<file path="src/rtl/rsa_modexp_param.sv">
// Modular exponentiation m^e mod n, left-to-right square-and-multiply.
// Each modular product uses an interleaved shift-add multiplier that takes
// WIDTH+1 cycles (one setup cycle plus one iteration per multiplier bit).
//
// Handshake: start is sampled only in IDLE. An accepted start captures
// message/exponent/modulus, and busy stays high until the cycle done is
// high. done is a single-cycle pulse. error is valid in that same cycle.
// result holds its value until the next accepted start reaches FINISH.
// start seen while busy (FINISH included) is dropped, not queued.
module rsa_modexp_param #(
  parameter int WIDTH     = 128,
  parameter int EXP_WIDTH = WIDTH
) (
  input  logic                 clk,
  input  logic                 reset,
  input  logic                 start,
  input  logic [WIDTH-1:0]     message,
  input  logic [EXP_WIDTH-1:0] exponent,
  input  logic [WIDTH-1:0]     modulus,
  output logic [WIDTH-1:0]     result,
  output logic                 busy,
  output logic                 done,
  output logic                 error,
  output logic [2:0]           dbg_state_o
);

  localparam int IW = (EXP_WIDTH > 1) ? $clog2(EXP_WIDTH) : 1;
  localparam int CW = $clog2(WIDTH + 1);
  localparam int AW = WIDTH + 2;

  localparam logic [IW-1:0] IDX_TOP  = IW'(EXP_WIDTH - 1);
  localparam logic [IW-1:0] IDX_ONE  = IW'(1);
  localparam logic [CW-1:0] CNT_ONE  = CW'(1);
  localparam logic [CW-1:0] CNT_LAST = CW'(WIDTH);

  localparam logic [2:0] S_IDLE   = 3'd0;
  localparam logic [2:0] S_CHECK  = 3'd1;
  localparam logic [2:0] S_SCAN   = 3'd2;
  localparam logic [2:0] S_SQ     = 3'd3;
  localparam logic [2:0] S_MUL    = 3'd4;
  localparam logic [2:0] S_FINISH = 3'd5;

  logic [2:0]           state_q, state_d;
  logic [WIDTH-1:0]     m_q, m_d;
  logic [EXP_WIDTH-1:0] e_q, e_d;
  logic [WIDTH-1:0]     n_q, n_d;
  logic [WIDTH-1:0]     r_q, r_d;        // running value of the exponentiation
  logic [WIDTH-1:0]     a_q, a_d;        // multiplicand added into the accumulator
  logic [WIDTH-1:0]     b_q, b_d;        // multiplier, shifted left each iteration
  logic [AW-1:0]        p_q, p_d;        // shift-add accumulator, always < n
  logic [CW-1:0]        cnt_q, cnt_d;    // 0 = setup, 1..WIDTH = iterations
  logic [IW-1:0]        idx_q, idx_d;    // scan pointer, then current exponent bit
  logic [WIDTH-1:0]     result_q, result_d;
  logic                 error_q, error_d;

  logic [AW-1:0] n_ext, p_dbl, p_red1, p_sum, p_red2, p_step;
  logic [IW-1:0] idx_m1;
  logic          mul_last;

  // One shift-add step: double and reduce, then add the multiplicand and reduce.
  always_comb begin
    n_ext  = {2'b00, n_q};
    p_dbl  = p_q << 1;
    p_red1 = (p_dbl >= n_ext) ? (p_dbl - n_ext) : p_dbl;
    p_sum  = p_red1 + {2'b00, a_q};
    p_red2 = (p_sum >= n_ext) ? (p_sum - n_ext) : p_sum;
    p_step = b_q[WIDTH-1] ? p_red2 : p_red1;
  end

  assign idx_m1   = idx_q - IDX_ONE;
  assign mul_last = (cnt_q == CNT_LAST);

  // Sequencer: operand check, leading-zero scan, square/multiply per bit.
  // The first set exponent bit is found by looking one bit ahead, so it
  // costs no scan cycle of its own.
  always_comb begin
    state_d  = state_q;
    m_d      = m_q;
    e_d      = e_q;
    n_d      = n_q;
    r_d      = r_q;
    a_d      = a_q;
    b_d      = b_q;
    p_d      = p_q;
    cnt_d    = cnt_q;
    idx_d    = idx_q;
    result_d = result_q;
    error_d  = error_q;

    case (state_q)
      S_IDLE: begin
        if (start) begin
          m_d     = message;
          e_d     = exponent;
          n_d     = modulus;
          state_d = S_CHECK;
        end
      end

      S_CHECK: begin
        if ((n_q < WIDTH'(2)) || (m_q >= n_q)) begin
          result_d = '0;
          error_d  = 1'b1;
          state_d  = S_FINISH;
        end else begin
          error_d = 1'b0;
          if (e_q[IDX_TOP]) begin
            r_d     = m_q;
            idx_d   = IDX_TOP - IDX_ONE;
            cnt_d   = '0;
            state_d = S_SQ;
          end else begin
            idx_d   = IDX_TOP;
            state_d = S_SCAN;
          end
        end
      end

      S_SCAN: begin
        // bit idx_q is known to be zero; decide using the bit below it
        if (idx_q == '0) begin
          result_d = WIDTH'(1);
          r_d      = WIDTH'(1);
          state_d  = S_FINISH;
        end else if (e_q[idx_m1]) begin
          r_d = m_q;
          if (idx_m1 == '0) begin
            result_d = m_q;
            state_d  = S_FINISH;
          end else begin
            idx_d   = idx_m1 - IDX_ONE;
            cnt_d   = '0;
            state_d = S_SQ;
          end
        end else begin
          idx_d = idx_m1;
        end
      end

      S_SQ, S_MUL: begin
        if (cnt_q == '0) begin
          a_d   = r_q;
          b_d   = (state_q == S_SQ) ? r_q : m_q;
          p_d   = '0;
          cnt_d = CNT_ONE;
        end else begin
          p_d   = p_step;
          b_d   = b_q << 1;
          cnt_d = cnt_q + CNT_ONE;
          if (mul_last) begin
            cnt_d = '0;
            r_d   = p_step[WIDTH-1:0];
            if ((state_q == S_SQ) && e_q[idx_q]) begin
              state_d = S_MUL;
            end else if (idx_q == '0) begin
              result_d = p_step[WIDTH-1:0];
              state_d  = S_FINISH;
            end else begin
              idx_d   = idx_m1;
              state_d = S_SQ;
            end
          end
        end
      end

      S_FINISH: begin
        state_d = S_IDLE;
      end

      default: begin
        state_d = S_IDLE;
      end
    endcase
  end

  // State and datapath registers with synchronous reset.
  always_ff @(posedge clk) begin
    if (reset) begin
      state_q  <= S_IDLE;
      m_q      <= '0;
      e_q      <= '0;
      n_q      <= '0;
      r_q      <= '0;
      a_q      <= '0;
      b_q      <= '0;
      p_q      <= '0;
      cnt_q    <= '0;
      idx_q    <= '0;
      result_q <= '0;
      error_q  <= 1'b0;
    end else begin
      state_q  <= state_d;
      m_q      <= m_d;
      e_q      <= e_d;
      n_q      <= n_d;
      r_q      <= r_d;
      a_q      <= a_d;
      b_q      <= b_d;
      p_q      <= p_d;
      cnt_q    <= cnt_d;
      idx_q    <= idx_d;
      result_q <= result_d;
      error_q  <= error_d;
    end
  end

  assign result      = result_q;
  assign error       = error_q;
  assign busy        = (state_q != S_IDLE);
  assign done        = (state_q == S_FINISH);
  assign dbg_state_o = state_q;

endmodule

</file>
<file path="config.mk">
export PLATFORM = sky130hd
export DESIGN_NAME = rsa_modexp_param
export DESIGN_NICKNAME = d
export VERILOG_FILES = /design/src/rtl/rsa_modexp_param.sv
export SDC_FILE = /design/constraint.sdc
export NUM_CORES = 2
export LEC_CHECK = 0
export CELL_PAD_IN_SITES_DETAIL_PLACEMENT = 1
export CELL_PAD_IN_SITES_GLOBAL_PLACEMENT = 1
export CORE_ASPECT_RATIO = 1.75
export CORE_MARGIN = 5
export CORE_UTILIZATION = 40
export DETAILED_ROUTE_END_ITERATION = 6
export PLACE_DENSITY_LB_ADDON = 0.15
export SYNTH_ARGS = -nofsm -noshare
export SYNTH_HDL_FRONTEND = slang
export SYNTH_SLANG_ARGS = --single-unit
</file>
<file path="constraint.sdc">
create_clock -name clk -period 10.2 [get_ports clk]
set_input_delay 2.04 -clock clk [delete_from_list [all_inputs] [get_ports clk]]
set_output_delay 2.04 -clock clk [all_outputs]
set_load 0.005 [all_outputs]
</file>
==> results of run 1 <==
-- kinds of logic after synthesis --
family	count (synthesis)	synth area share, %
multiplexers	174	3.74
XOR/XNOR	369	4.34
AND/OR/NAND/NOR	3568	20.4
flip-flops	1044	28.0
AO/OA/AOI/OAI	3558	29.5
adder cells (fa/ha/maj)	519	8.72
buffers and inverters	1022	5.33
-- stage by stage --
step	area (µm²)	worst slack [ns]
4_1_cts	110000	-0.0340
3_3_place_gp	101000	-2.31
2_1_floorplan	74700	0.593
3_5_place_dp	101000	-2.49
-- metal layers --
metal  GRT usage (%)  GRT overflow
met1            55.0             0
met2            87.5             1
met3            30.5             0
met4            69.9            13
met5            5.52             0
-- timing repair --
action,CTS
cloned,10
endpoints found under the hold margin,0
pin swaps,187
gates resized for setup,770
setup buffers,121
endpoints found under the setup margin,385
==> run_results.csv, run 1 <==
group,metric,value,unit
clocking,numCtsBuffers,106,
synthesis,netlist_instances,10300,
synthesis,postSynth.asyncResetShare,0,%
floorplanning,die_w,337,µm
synthesis,synth_top_area_share,28.0,%
synthesis,synth_area_leaders,"dfxtp_1, nand2_1, a21oi_1",
synthesis,yosysSeqAreaShare,28.0,%
placed_design,place_inst,15200,
floorplanning,initial_core_util,40.3,%
global_routing,grt_pass1_wl,855,mm
synthesis,synth_nets,11200,
status,error_line,"[ERROR GRT-0116] Global routing finished with congestion. Check the congestion regions in the DRC Viewer.",
clocking,cts_num_sinks,1044,
placed_design,dp_hpwl,397,mm
global_routing,first_global_vias,120000,
clocking,cts_root_buffer,"clkbuf_16",
placed_design,gp_congestion,1.14,
synthesis,ys_types,102,
floorplanning,fp.dieH,582,µm
synthesis,yosysTopAreaCell,"dfxtp_1",
global_routing,grt_max_degree,193,
floorplanning,pin_count,521,
synthesis,yosys-top-cells-count,"nand2_1, a21oi_1, dfxtp_1, o21ai_0, nor2_1",
clocking,h-tree-depth,3,
synthesis,synthFlopType,"dfxtp_1",
clocking,clock_path_buffers,3,
floorplanning,num_rows,209,
synthesis,syn-cell-area,74700,µm²
synthesis,synth-edff-count,0,
global_routing,overflow,14,
clocking,hold_buffers,0,
placed_design,numPortBuffers,520,
synthesis,ys_ff_latch,1044,
status,status,"aborted with a tool error",
status,stop_stage,"global routing",
synthesis,ys.warnings.count,0,
global_routing,groute.usage.overall,59.7,%
synthesis,syn_area_per_cell,7.28,µm²
synthesis,yosysMostFrequentCell,"nand2_1",
==> inputs of run 2 (changes only) <==
CELL_PAD_IN_SITES_DETAIL_PLACEMENT = default   (was 1)
CELL_PAD_IN_SITES_GLOBAL_PLACEMENT = default   (was 1)
CORE_ASPECT_RATIO = default   (was 1.75)
clock period = 13.3 ns   (was 10.2 ns; I/O delays follow)
==> run_results.csv, run 2 <==
group,metric,value,unit
status,status,"finished clean",
power,p_leak,35.5,nW
floorplanning,fp.dieH,442,µm
sta,fin_crit,13.16,ns
clocking,h-tree-depth,3,
sta,relSlewSlack,9.16,%
synthesis,ys_types,102,
min_path,worstHoldStart,"p_q[12]$_SDFFE_PP0N_",
worst_setup_path,worstPathRequired,13.92,ns
worst_setup_path,critPathSlowestCell,"ha_1",
sta,worstMarginPinSlew,1.35,ns
worst_setup_path,reg2regPathDepth,44,
worst_setup_path,r2r-end,"result[81]$_SDFFE_PP0P_",
power,peakVddDrop,0.000165,V
worst_setup_path,critPathMaxStageDelay,0.56,ns
global_routing,first_global_vias,77300,
placed_design,dp_hpwl,295,mm
worst_setup_path,r2r-start,"n_q[71]$_SDFFE_PP0P_",
placed_design,numPortBuffers,520,
worst_setup_path,r2r_slack,0.14,ns
worst_setup_path,end_kind,"flop",
floorplanning,num_rows,158,
route,drt_iter0_drc,9823,
global_routing,overflow,0,
worst_setup_path,critPathArrivalTime,13.78,ns
sta,setup-violations-final,0,
floorplanning,initial_core_util,40.2,%
route,viasPerCell,6.25,
floorplanning,dieArea,195000,µm²
cells_and_area,fin_nets,11500,
synthesis,yosysTopAreaCell,"dfxtp_1",
route,ant_nets,0,
min_path,whs_endpoint,"p_q[12]$_SDFFE_PP0N_",
synthesis,synth_nets,11200,
min_path,worstHoldPathCells,2,
sta,slew_violations,0,
cells_and_area,largest_register,"p_q",
clocking,cts_root_buffer,"clkbuf_16",
sta,rsz0062_at_grt,"no",
worst_setup_path,cp-start-kind,"flop",
worst_setup_path,critical_path.max_fanout,14,
synthesis,synth_top_area_share,28.0,%
synthesis,syn-cell-area,74700,µm²
sta,fin_setup_tns,0,ns
placed_design,dp_slack,-0.718,ns
synthesis,yosys-top-cells-count,"nand2_1, a21oi_1, dfxtp_1, o21ai_0, nor2_1",
sta,max_freq,76.0,MHz
placed_design,gp_congestion,1.03,
power,powerDensity,192,nW/µm²
synthesis,synth_area_leaders,"dfxtp_1, nand2_1, a21oi_1",
synthesis,ys_ff_latch,1044,
route,wl_per_cell,28.6,µm
synthesis,yosysMostFrequentCell,"nand2_1",
global_routing,grt_max_degree,230,
cells_and_area,final_cell_mix,"nand2_1, a21oi_1, dfxtp_1",
synthesis,synth-edff-count,0,
synthesis,synthFlopType,"dfxtp_1",
synthesis,netlist_instances,10300,
sta,hold_viol_final,0,
route,via_count,82600,
route,drt_pass1_iterations,6,
cells_and_area,area_growth_syn_to_layout,18.5,%
global_routing,groute.usage.overall,36.5,%
route,routed_wirelength,378,mm
cells_and_area,drive_above_1_share,8.40,%
route,drc,0,
clocking,tritoncts,"yes",
sta,finClkSkew,0.0756,ns
global_routing,antenna_found_initial,19,
clocking,clock_path_buffers,3,
clocking,insertion_delay,0.85,ns
global_routing,grt_pass1_wl,542,mm
worst_setup_path,crit_type,"flop to flop",
floorplanning,die_w,442,µm
floorplanning,coreArea,186000,µm²
clocking,cts_num_sinks,1044,
synthesis,postSynth.asyncResetShare,0,%
synthesis,yosysSeqAreaShare,28.0,%
floorplanning,pin_count,521,
cells_and_area,layout_commonest_cell,"nand2_1",
flow_run,cap_violations,0,
sta,period_share,99.0,%
min_path,worst_hold_path_type,"flop to flop",
clocking,numCtsBuffers,119,
worst_setup_path,cp_common_cell,"buf_4",
sta,layout_setup_ws,0.139,ns
clocking,clk_pin_slew,0.07,ns
cells_and_area,largest_reg_flops,129,
synthesis,syn_area_per_cell,7.28,µm²
synthesis,ys.warnings.count,0,
## run 2: report_power, final
group	switching (mW)	total [mW]	internal, mW
Clock	1.55	3.64	2.09
Combinational	5.91	8.93	3.02
Sequential	0.692	4.45	3.76
## run 2: worst max path at each step
stage / end / startpoint / slack [ns]
final: result[81]$_SDFFE_PP0P_ / n_q[71]$_SDFFE_PP0P_ / 0.14
after global routing: r_q[88]$_SDFFE_PP0P_ / n_q[71]$_SDFFE_PP0P_ / 0.04
after CTS: result[81]$_SDFFE_PP0P_ / n_q[72]$_SDFFE_PP0P_ / 0.07
after detailed placement: result[81]$_SDFFE_PP0P_ / n_q[72]$_SDFFE_PP0P_ / -0.72
after global placement: r_q[81]$_SDFFE_PP0P_ / n_q[72]$_SDFFE_PP0P_ / -0.68
after floorplan: p_q[17]$_SDFFE_PP0N_ / n_q[0]$_SDFFE_PP0P_ / 3.69
## run 2: cells by family (layout without fill, tap and decap cells)
logic type | count (synthesis) | count (layout) | synth area share, %
flip-flops | 1044 | 1044 | 28.0
other | 0 | 6 | 0
adder cells (fa/ha/maj) | 519 | 519 | 8.72
AND/OR/NAND/NOR | 3568 | 3568 | 20.4
multiplexers | 174 | 174 | 3.74
XOR/XNOR | 369 | 369 | 4.34
buffers and inverters | 1022 | 1504 | 5.33
AO/OA/AOI/OAI | 3558 | 3558 | 29.5
## run 2: cell type report
class | instances | area (µm²)
Sequential cell | 1044 | 20900
Multi-Input combinational cell | 8188 | 50100
Fill cell | 18600 | 97100
Antenna cell | 6 | 15.0
Timing Repair Buffer | 973 | 8900
Tap cell | 2480 | 3100
Inverter | 306 | 1150
Clock inverter | 68 | 913
Clock buffer | 157 | 3370
## run 2: stage by stage
step | power [mW] | std cells | instance area [µm²] | util [%] | hold WS (ns)
2_1_floorplan | 9.45 | 10300 | 74700 | - | 0.432
3_3_place_gp | 13.2 | 13000 | 84000 | 45.3 | 0.447
3_5_place_dp | 13.2 | 13000 | 84000 | 45.3 | 0.453
4_1_cts | 16.9 | 13200 | 88400 | 47.6 | 0.458
5_1_grt | 17.8 | 13200 | 88500 | 47.7 | 0.479
6_report | 17.0 | 13200 | 88500 | 47.7 | 0.460
## run 2: routing by layer
| layer | vias to the layer above | part of all wire (%) | track usage, % | wire length [µm] |
|---|---|---|---|---|
| met3 | 717 | 8.7 | 6.93 | 32800 |
| met5 | - | 0.042 | 0 | 159 |
| li1 | 37800 | - | - | - |
| met4 | 22 | 4.8 | 14.7 | 18100 |
| met2 | 4166 | 43 | 56.0 | 163000 |
| met1 | 40000 | 43 | 50.4 | 164000 |
## run 2: what timing repair did
item	CTS	global route
hold buffers	0	0
setup endpoints to repair	384	362
resized for setup	12	13
hold endpoints to repair	0	0
pin swaps	1	1
buffers inserted	1	3
## run 2: critical path: cells and delay by family, from the launching register on
family,cells,cell delay (ns)
buffers and inverters,9,1.81
DFF,1,0.55
and+or+nand+nor,8,2.40
adders and majority gates,3,1.29
AOI/OAI and AO/OA,22,5.99
muxes,1,0.43
xor gates and xnor gates,1,0.40
Note: power is estimated with default switching activity, not from simulation.
